## config.mk

```make
export PLATFORM = sky130hd
export DESIGN_NAME = scrypt_header_loader
export DESIGN_NICKNAME = d
export VERILOG_FILES = /design/src/rtl/scrypt_header_loader.sv
export SDC_FILE = /design/constraint.sdc
export NUM_CORES = 1
export LEC_CHECK = 0
export ABC_AREA = 1
export ABC_CLOCK_PERIOD_IN_PS = 2400
export BUFFER_PORTS_ARGS = -buffer_cell sky130_fd_sc_hd__buf_2
export CELL_PAD_IN_SITES_DETAIL_PLACEMENT = 1
export CELL_PAD_IN_SITES_GLOBAL_PLACEMENT = 2
export CORE_MARGIN = 2
export CORE_UTILIZATION = 30
export CTS_CLUSTER_DIAMETER = 50
export CTS_CLUSTER_SIZE = 30
export DETAILED_ROUTE_END_ITERATION = 6
export GPL_TIMING_DRIVEN = 0
export PLACE_DENSITY_LB_ADDON = 0.1
export SYNTH_ARGS = -nofsm -noshare
export SYNTH_HDL_FRONTEND = slang
export SYNTH_SLANG_ARGS = --single-unit
export TNS_END_PERCENT = 100
```

## constraint.sdc

```tcl
create_clock -name clk -period 2.4 [get_ports clk]
set_input_delay 0.12 -clock clk [delete_from_list [all_inputs] [get_ports clk]]
set_output_delay 0.12 -clock clk [all_outputs]
set_load 0.03 [all_outputs]
```

## src/rtl/scrypt_header_loader.sv

```systemverilog
// Assembles an 80-byte block header from a 32-bit word stream, then sweeps the nonce
// field, issuing one start pulse per hash to the HMAC-SHA256 key-hash stage.
//
// state | meaning
// LOAD  | accepting header words into slot word_cnt
// FIRE  | enable high for one cycle, header stable
// WAIT  | waiting for hash_done from the key-hash stage
// DONE  | sweep_done pulse, header kept on data
module scrypt_header_loader #(
  parameter int HDR_WORDS  = 20,
  parameter int NONCE_WORD = 19
) (
  input  logic                     clk,
  input  logic                     n_rst,
  input  logic [31:0]              word_in,
  input  logic                     word_valid,
  output logic                     word_ready,
  input  logic [31:0]              nonce_limit,
  input  logic                     abort,
  input  logic                     hash_done,
  output logic [32*HDR_WORDS-1:0]  data,
  output logic                     enable,
  output logic [31:0]              cur_nonce,
  output logic                     busy,
  output logic                     sweep_done
);

  localparam int CNT_W = $clog2(HDR_WORDS);
  localparam logic [CNT_W-1:0] LAST_WORD = CNT_W'(HDR_WORDS - 1);

  typedef enum logic [1:0] {LOAD, FIRE, WAIT, DONE} state_t;

  state_t           state;
  logic [CNT_W-1:0] word_cnt;
  logic [31:0]      limit;

  assign cur_nonce = data[32*NONCE_WORD +: 32];

  always_ff @(posedge clk or negedge n_rst) begin
    if (!n_rst) begin
      state      <= LOAD;
      word_cnt   <= '0;
      limit      <= '0;
      data       <= '0;
      enable     <= 1'b0;
      busy       <= 1'b0;
      sweep_done <= 1'b0;
      word_ready <= 1'b1;
    end else begin
      enable     <= 1'b0;
      sweep_done <= 1'b0;
      // abort wins over word acceptance and hash_done in the same cycle
      if (abort) begin
        state      <= LOAD;
        word_cnt   <= '0;
        busy       <= 1'b0;
        word_ready <= 1'b1;
      end else begin
        case (state)
          LOAD: begin
            if (word_valid && word_ready) begin
              for (int k = 0; k < HDR_WORDS; k++) begin
                if (word_cnt == CNT_W'(k)) data[32*k +: 32] <= word_in;
              end
              if (word_cnt == LAST_WORD) begin
                limit      <= nonce_limit;
                word_cnt   <= '0;
                state      <= FIRE;
                enable     <= 1'b1;
                busy       <= 1'b1;
                word_ready <= 1'b0;
              end else begin
                word_cnt <= word_cnt + 1'b1;
              end
            end
          end
          FIRE: state <= WAIT;
          WAIT: begin
            if (hash_done) begin
              if (cur_nonce == limit) begin
                state      <= DONE;
                sweep_done <= 1'b1;
                busy       <= 1'b0;
              end else begin
                data[32*NONCE_WORD +: 32] <= cur_nonce + 32'd1;
                state  <= FIRE;
                enable <= 1'b1;
              end
            end
          end
          DONE: begin
            state      <= LOAD;
            word_ready <= 1'b1;
          end
          default: state <= LOAD;
        endcase
      end
    end
  end

endmodule
```

==> results.py, run 1 <==
metrics = {
    "routing": {
        "routed_wire_length_per_instance_um": 24.8,
        "drc_errors": 0,
        "vias": 23964,
        "vias_per_cell": 4.87,
        "detailedRoute.firstIterationViolations": 1305,
        "drtPass1Iterations": 5,
        "detail_route.wirelength_mm": 122,
        "ant_nets": 0,
    },
    "placed_design": {
        "dp_hpwl_mm": 91.9,
        "numPortBuffers": 743,
        "place.detailed.instances": 4669,
        "finalWeightedCongestion": 0.892,
    },
    "cts": {
        "cts-htree-levels": 3,
        "clk-insertion-delay-late_ps": 660,
        "cts.reportedPaths.clkPinSlew_ps": 70,
        "max_buffers_root_to_sink": 3,
        "postCtsSetupBuffers": 0,
        "tritoncts.num_buffers": 99,
        "cts_sinks": 683,
        "tritoncts": "yes",
        "clock_root_buffer_master": "clkbuf_16",
    },
    "floorplanning": {
        "io_pins": 745,
        "die-width_um": 301,
        "floorplan.initialDensity_pct": 30.1,
        "core_um2": 88000,
        "die_h_um": 301,
        "dieArea_um2": 90700,
        "core.rowCount": 109,
    },
    "worst_hold_path": {
        "holdCritStartpoint": "word_in[11]",
        "min_path_type": "in -> reg",
    },
    "sta": {
        "rsz0062_at_grt": "true",
        "report.final.hold_viol_count": 0,
        "tightest_slew_ps": 1270,
        "period_share_pct": 97.9,
        "fin_worst_skew_ps": 43.3,
        "layout_min_cycle_time_ps": 2350,
        "setup_viol": 0,
        "slew_violations": 0,
        "fmax_mhz": 426,
        "slew-limit-headroom_pct": 15.1,
        "timing.setup.tns_ps": 0,
    },
    "cells_and_area": {
        "fin_util_pct": 41.1,
        "layout-drive-gt1-share_pct": 29.2,
        "areaGrowthSynthToFinish_pct": 36.4,
        "final_cell_count_no_fill": 4923,
        "layout_nets": 3744,
    },
    "setup_path": {
        "critical_path.most_common_cell": "nand2_2",
        "critical_path.startpoint": "word_ready",
        "rr_startpoint": "word_ready",
        "class_of_the_most_critical_setup_path": "reg -> reg",
        "critical-path-max-stage-delay_ps": 600,
        "worstPathCellList": "nand2_2 -> nor2_1 -> inv_2 -> nor3_4 -> nand2_2 -> clkbuf_2 -> nand2_1 -> o21ai_0",
        "worst_ep_arrival_time_ps": 2820,
        "standard_cell_with_the_maximum_stage_delay_on_the_critical_path": "dfstp_2",
        "start_kind": "flip-flop",
        "critical_path.endpoint_type": "flip-flop",
        "critPathRequiredTime_ps": 2870,
        "ff2ff_setup_slack_ps": 50,
        "worst_r2r_path_depth": 8,
        "worstSetupEndpoint": "data[522]",
        "timing.critical_path.fanout_max": 10,
        "regToRegEndpoint": "data[522]",
    },
    "synth": {
        "post-synth-top-count-cell": "nand2_1",
        "muxShareOfSynthArea_pct": 0.722,
        "mapped_cells": 2755,
        "synth_top_area_cell": "dfrtp_1",
        "yosysTopAreaCellShare_pct": 64.4,
        "synth_enable_flop_cells": 0,
        "mapped_nets": 2830,
        "synth-xor-area-share_pct": 1.26,
        "ys_types": 36,
        "synthAdderAreaFrac_pct": 0.283,
        "synthSimpleGateAreaFrac_pct": 15.8,
        "ys_ff_latch": 683,
        "netlist_top_cells_count": "nand2_1, dfrtp_1, o21ai_0",
        "yosysSeqAreaShare_pct": 64.5,
        "synth.avg_cell_area_um2": 9.62,
        "synth_top_flop_cell": "dfrtp_1",
        "ys_async_sr_fraction_pct": 100,
        "synth_compound_gate_area_share_pct": 12.5,
        "synth.yosys.warnings": 0,
        "synthTopCellsByArea": "dfrtp_1, nand2_1, o21ai_0",
        "synth_top_family_by_area": "simple AND/OR/NAND/NOR gates",
        "synthesis.area_um2": 26500,
    },
    "flow_run": {
        "maxcap_viol_count": 0,
    },
    "grt": {
        "number_of_antenna_violations_at_the_first_check_in_global_routing": 9,
        "via_count_of_the_first_global_routing_pass": 25099,
        "globalRoute.totalOverflow": 0,
        "gr-usage-all-layers_pct": 26.4,
        "grt_max_degree": 121,
        "global_route_wire_length_before_repair_mm": 175,
    },
    "outcome": {
        "status": "completed",
    },
    "power_and_ir_drop": {
        "irDropWorstVdd_mv": 0.687,
        "power_density_nw_per_um2": 1080,
        "power.leakage_nw": 19.0,
    },
}
through the flow:
step / cell area (µm²) / setup slack [ps] / hold WS [ps] / total power, mW
5_1_grt: 36200 / -123 / 68.9 / 40.7
3_3_place_gp: 31700 / -13330 / 347 / 23.6
4_1_cts: 36100 / 11.1 / 32.6 / 39.3
2_1_floorplan: 26500 / 509 / -176 / 19.8
6_report: 36200 / 50.1 / 57.8 / 38.9
3_5_place_dp: 31900 / -257 / 91.4 / 23.8
worst max-delay path: cells and delay by family, from the launching register on:
family | cells | cell delay, ps
buf+inv | 2 | 460
compound gates | 1 | 100
simple gates | 5 | 1020
flops | 1 | 600
worst min-delay path by stage:
stage	to	slack [ps]	cells past startpoint
2_1_floorplan	busy	-180	0
3_3_place_gp	limit[10]	350	2
3_5_place_dp	data[102]	90	1
4_1_cts	data[193]	30	4
5_1_grt	data[11]	70	4
6_report	data[11]	60	4
sequential cells by signal, summed over array words and instances (netlist names):
register / cells
enable: 1
sweep_done: 1
word_cnt: 5
busy: 1
state: 2
word_ready: 1
limit: 32
data: 640
timing repair:
item,in CTS,in global routing
cloned,0,0
hold endpoints to repair,398,0
pin swaps,0,0
setup endpoints to repair,119,452
hold buffers,64,0
resized for setup,15,104
report_power, final:
part,switching (mW),total (mW),internal [mW]
clock,6.15,15.2,9.08
combinational,6.94,9.27,2.34
sequential,1.25,14.4,13.2
kinds of logic (layout without fill, tap and decap cells):
group | count (synthesis) | count (layout)
and+or+nand+nor | 1053 | 1053
adders and majority gates | 6 | 6
DFF | 683 | 683
AOI/OAI and AO/OA | 656 | 656
muxes | 17 | 17
buffers and inverters | 302 | 1301
xor gates and xnor gates | 38 | 38
other | 0 | 4
area by class of cell:
type | count | area [µm²]
Tap cell | 1165 | 1460
Fill cell | 10243 | 51800
Antenna cell | 4 | 10.0
Clock inverter | 76 | 873
Timing Repair Buffer | 813 | 4540
Multi-Input combinational cell | 1770 | 8160
Sequential cell | 683 | 17100
Buffer | 210 | 1030
Inverter | 92 | 345
Clock buffer | 110 | 2640
cells in the final DEF, fill, tap and decap left out, types with 14 or more instances in the layout:
cell             n
a21oi_1         18
buf_2          764
buf_4           32
clkbuf_1       107
clkbuf_16      102
clkbuf_2        43
dfrtp_1        680
dlygate4sd3_1   63
inv_1           87
inv_6           17
mux2_2          15
nand2_1        848
nand2_2         15
nand3_1         75
nor2_1          86
o21ai_0        606
o21ai_1         18
xnor2_1         24
xor2_1          14
layer usage:
metal | GRT usage (%) | share of wire [%] | vias up
met4 | 11.1 | 4.6 | 4
met2 | 43.0 | 47 | 769
met1 | 33.4 | 41 | 12170
met3 | 6.60 | 7.3 | 230
li1 | - | - | 10791
met5 | 0 | 0.017 | -
(Power assumes the default switching activity.)
==> run 2, diff against run 1 <==
BUFFER_PORTS_ARGS = not set   (was -buffer_cell sky130_fd_sc_hd__buf_2)
DONT_BUFFER_PORTS = 1   (was not set)
==> run 2 against run 1 <==
  * The flow now finishes with violations (negative hold slack, max-slew violations)
  * Fmax fell by 0.52%
  * Via count fell by 12%
  * Setup slack got worse by 12 ps
  * Cell count fell by 15%
  * Sequential power rose by 29%
  * Core utilization fell by 4.3 points
  * Die area did not move
  * First-iteration DRC count rose by 1.7%
  * Critical path type unchanged
  * Critical endpoint is now data[227]
  * Largest power group is now sequential cells
==> results.py, run 2 (same netlist as run 1, synthesis figures left out) <==
metrics = {
    "outcome": {
        "status": "complete, but fails checks",
        "violations": "negative hold slack, max-slew violations",
    },
    "cells_and_area": {
        "area_occupied_by_registers_um2": 17100,
        "mostFrequentLayoutCell": "nand2_1",
        "areaGrowthSynthToFinish_pct": 22.1,
        "layout-drive-gt1-share_pct": 12.7,
        "fill_cells": 9970,
        "layout_nets": 2994,
        "largest-register": "data",
        "number_of_flip_flops_in_the_largest_register": 640,
        "mostFrequentLayoutCells": "nand2_1, dfrtp_1, o21ai_0",
        "reg.largest.list": "data: 640 flops, limit: 32 flops, word_cnt: 5 flops",
        "area_occupied_by_multi_input_gates_um2": 8210,
    },
    "floorplanning": {
        "floorplan.initialDensity_pct": 30.1,
        "core_um2": 88000,
        "die_h_um": 301,
        "die-width_um": 301,
        "io_pins": 745,
        "core.rowCount": 109,
        "dieArea_um2": 90700,
    },
    "routing": {
        "vias": 21053,
        "ant_nets": 0,
        "drc_errors": 0,
        "routed_wire_length_per_instance_um": 28.3,
        "detail_route.wirelength_mm": 118,
        "drtPass1Iterations": 5,
        "detailedRoute.firstIterationViolations": 1327,
        "vias_per_cell": 5.05,
    },
    "cts": {
        "clk-insertion-delay-late_ps": 660,
        "tritoncts.num_buffers": 93,
        "max_buffers_root_to_sink": 3,
        "cts-htree-levels": 3,
        "tritoncts": "yes",
        "cts_sinks": 683,
        "cts.hold.buffers_added": 65,
        "clock_root_buffer_master": "clkbuf_16",
        "cts.reportedPaths.clkPinSlew_ps": 70,
    },
    "setup_path": {
        "start_kind": "flip-flop",
        "ff2ff_setup_slack_ps": 40,
        "critPathRequiredTime_ps": 2900,
        "worst_ep_arrival_time_ps": 2870,
        "regToRegEndpoint": "data[227]",
        "critical_path.endpoint_type": "flip-flop",
        "rr_startpoint": "word_ready",
        "class_of_the_most_critical_setup_path": "reg -> reg",
        "timing.critical_path.fanout_max": 10,
        "worst_r2r_path_depth": 8,
    },
    "sta": {
        "timing.setup.tns_ps": 0,
        "slew-limit-headroom_pct": -137,
        "slew_violations": 386,
        "worst_hold_slack_ps": -824,
        "tightest_slew_ps": 3560,
        "report.final.hold_viol_count": 686,
        "rsz0062_at_grt": "true",
        "fmax_mhz": 423,
        "setup_viol": 0,
        "layout_min_cycle_time_ps": 2360,
        "fin_worst_skew_ps": 26.5,
        "period_share_pct": 98.4,
    },
    "grt": {
        "grt_max_degree": 684,
        "gr-usage-all-layers_pct": 25.4,
        "globalRoute.totalOverflow": 0,
        "via_count_of_the_first_global_routing_pass": 21976,
        "global_route_wire_length_before_repair_mm": 166,
        "number_of_antenna_violations_at_the_first_check_in_global_routing": 8,
    },
    "worst_hold_path": {
        "min_path_type": "in -> async",
    },
    "placed_design": {
        "dp_hpwl_mm": 86.3,
        "numPortBuffers": 0,
        "finalWeightedCongestion": 0.877,
    },
    "power_and_ir_drop": {
        "power_density_nw_per_um2": 1130,
        "power.leakage_nw": 15.2,
        "irDropWorstVdd_mv": 0.643,
    },
    "flow_run": {
        "maxcap_viol_count": 0,
    },
}
==> run 2: where the power goes <==
part | internal [mW] | leakage, nW | switching [mW]
Combinational | 1.12 | 4.26 | 1.95
Clock | 8.59 | 1.66 | 6.33
Sequential | 13.1 | 9.24 | 5.51
Total | 22.8 | 15.2 | 13.8
==> run 2: worst max-delay path, stage by stage, from the launching register on <==
cell	delay, ps
dfstp_4	720
nand2_4	130
nor2_1	140
inv_2	130
nor3_4	280
nand2_2	280
clkbuf_2	320
nand2_1	120
o21ai_0	90
==> run 2: worst max path at each step <==
stage,start,endpoint,slack (ps),cells after the start
3_3_place_gp,data[613],data[638],-450,10
5_1_grt,word_ready,data[227],-80,8
6_report,word_ready,data[227],40,8
3_5_place_dp,data[613],data[622],-460,10
2_1_floorplan,data[608],data[634],510,10
4_1_cts,data[608],data[626],1,10
==> run 2: repair_timing <==
item	4_1_cts	5_1_grt
setup buffers	4	0
resized for setup	84	107
pin swaps	2	0
hold endpoints to repair	906	683
setup endpoints to repair	635	341
==> run 2: cell type report <==
cell class	instances	area share (%)
diodes	6	0.0464
plain buffers	210	3.42
clock buffers	104	7.60
clock inverters	72	2.98
inverters	92	1.07
multi-input cells	1770	25.4
flip-flops and latches	683	52.9
well taps	1165	4.51
repair buffers	69	2.10
==> run 2: metrics by stage <==
| stage | cell area, µm² | total power [mW] | std cells | setup slack (ps) | util [%] |
|---|---|---|---|---|---|
| after floorplan | 26500 | 19.8 | 2755 | 509 | - |
| after global placement | 28000 | 21.6 | 3920 | -447 | 31.8 |
| after detailed placement | 28000 | 21.8 | 3920 | -457 | 31.8 |
| after CTS | 32300 | 37.0 | 4165 | 1.12 | 36.7 |
| after global routing | 32300 | 38.1 | 4166 | -83.0 | 36.8 |
| final | 32300 | 36.6 | 4171 | 37.9 | 36.8 |
==> run 2: layer usage <==
metal	vias to the layer above	routed length (µm)	track usage [%]
met1	10847	46600	30.8
met3	163	11800	9.54
met2	735	55800	41.2
li1	9306	-	-
met5	-	13	0
met4	2	3810	9.28
==> run 3, diff against run 2 <==
HOLD_SLACK_MARGIN = 0.03   (was not set)
==> run 3 against run 2 <==
  * The flow still finishes with violations (negative hold slack, max-slew violations)
  * Largest power group unchanged
  * Final area about the same
  * Die area unchanged
  * Sequential power about the same
  * Combinational power is essentially flat
  * Power is essentially flat
  * Clock-buffer cell count unchanged
  * Critical path depth stayed put
  * Register-to-register slack barely moved
  * Sequential cell count unchanged
==> results.py, run 3 (same netlist as run 1, synthesis figures left out) <==
metrics = {
    "cells_and_area": {
        "number_of_flip_flops_in_the_largest_register": 640,
        "mostFrequentLayoutCell": "nand2_1",
        "final_cell_count_no_fill": 4172,
        "design_area_um2": 32400,
        "layout_nets": 2996,
        "reg.largest.list": "data: 640 flops, limit: 32 flops, word_cnt: 5 flops",
        "areaGrowthSynthToFinish_pct": 22.1,
        "mostFrequentLayoutCells": "nand2_1, dfrtp_1, o21ai_0",
        "largest-register": "data",
        "layout-drive-gt1-share_pct": 12.7,
        "fin_util_pct": 36.8,
    },
    "power_and_ir_drop": {
        "irDropWorstVdd_mv": 0.643,
        "power_density_nw_per_um2": 1130,
        "finalPower_mw": 36.6,
        "power.leakage_nw": 15.2,
    },
    "sta": {
        "period_share_pct": 98.6,
        "layout_min_cycle_time_ps": 2370,
        "tightest_slew_ps": 3590,
        "timing.setup.tns_ps": 0,
        "slew-limit-headroom_pct": -140,
        "worst_hold_slack_ps": -824,
        "setup_viol": 0,
        "slew_violations": 520,
        "fin_worst_skew_ps": 26.4,
        "rsz0062_at_grt": "true",
        "fmax_mhz": 423,
        "report.final.hold_viol_count": 683,
        "worst_setup_margin_ps": 33.2,
    },
    "placed_design": {
        "placement.setup.worst_slack_ps": -457,
        "placement.cell_area_um2": 28000,
        "numPortBuffers": 0,
        "dp_hpwl_mm": 86.3,
        "finalWeightedCongestion": 0.877,
        "place.detailed.instances": 3920,
    },
    "cts": {
        "cts.reportedPaths.clkPinSlew_ps": 70,
        "tritoncts.num_buffers": 93,
        "tritoncts": "yes",
        "cts-htree-levels": 3,
        "clock_root_buffer_master": "clkbuf_16",
        "cts_sinks": 683,
        "max_buffers_root_to_sink": 3,
        "clk-insertion-delay-late_ps": 660,
    },
    "floorplanning": {
        "floorplan.initialDensity_pct": 30.1,
        "io_pins": 745,
        "die_h_um": 301,
        "dieArea_um2": 90700,
        "core.rowCount": 109,
        "core_um2": 88000,
        "die-width_um": 301,
    },
    "outcome": {
        "violations": "negative hold slack, max-slew violations",
        "status": "complete, but fails checks",
    },
    "grt": {
        "via_count_of_the_first_global_routing_pass": 21991,
        "number_of_antenna_violations_at_the_first_check_in_global_routing": 8,
        "globalRoute.totalOverflow": 0,
        "grt_max_degree": 684,
        "gr-usage-all-layers_pct": 25.4,
        "global_route_wire_length_before_repair_mm": 166,
    },
    "routing": {
        "vias_per_cell": 5.06,
        "drc_errors": 0,
        "routed_wire_length_per_instance_um": 28.3,
        "detail_route.wirelength_mm": 118,
        "drtPass1Iterations": 6,
        "detailedRoute.firstIterationViolations": 1340,
        "vias": 21115,
        "ant_nets": 0,
    },
    "setup_path": {
        "ff2ff_setup_slack_ps": 30,
        "regToRegEndpoint": "data[227]",
        "worst_r2r_path_depth": 8,
        "start_kind": "flip-flop",
        "timing.critical_path.fanout_max": 10,
        "class_of_the_most_critical_setup_path": "reg -> reg",
        "rr_startpoint": "word_ready",
        "worstSetupEndpoint": "data[227]",
        "critPathRequiredTime_ps": 2900,
        "critical_path.endpoint_type": "flip-flop",
        "worst_ep_arrival_time_ps": 2870,
        "critical_path.startpoint": "word_ready",
    },
    "flow_run": {
        "maxcap_viol_count": 0,
    },
    "worst_hold_path": {
        "min_path_type": "in -> async",
    },
}
==> run 3: cell count changes in the layout (fill, tap and decap cells not counted), sizes merged <==
cell         delta
diode           -1
dlygate4sd3     +2
buf             -1
clkbuf          +1
==> run 3: metal layers <==
| layer | share of wire (%) | vias up | track usage, % |
|---|---|---|---|
| li1 | - | 9308 | - |
| met1 | 40 | 10900 | 30.8 |
| met2 | 47 | 737 | 41.2 |
| met3 | 9.8 | 168 | 9.54 |
| met4 | 3.3 | 2 | 9.28 |
| met5 | 0.011 | - | 0 |
==> run 3: worst min-delay path by stage <==
stage                     startpoint        end  slack (ps)
final                          n_rst  data[513]        -820
after global routing           n_rst  data[513]        -850
after CTS                      n_rst  data[513]        -860
after detailed placement       n_rst  data[513]        -140
after global placement         n_rst  data[100]        -150
after floorplan                n_rst       busy        -180
==> run 3: layout make-up <==
class                      instances  area, µm²
fill                            9969      55600
sequential                       683      17100
multi-input combinational       1770       8210
clock buffer                     104       2460
tap                             1165       1460
buffer                           210       1110
clock inverter                    72        965
timing repair buffer              71        701
inverter                          92        345
antenna                            5       12.5
==> run 3: critical path, stage by stage, from the launching register on <==
cell      delay (ps)
dfstp_4          720
nand2_4          130
nor2_1           140
inv_2            130
nor3_4           270
nand2_2          290
clkbuf_2         310
nand2_1          110
o21ai_0           90
==> run 3: timing repair <==
item,4_1_cts,5_1_grt
resized for setup,84,108
hold buffers,66,1
pin swaps,2,0
endpoints found under the hold margin,941,685
setup buffers,4,0
endpoints found under the setup margin,635,344
==> run 3: where the power goes <==
group	switching, mW	internal, mW
clock network	6.35	8.59
logic	1.95	1.12
registers	5.53	13.1
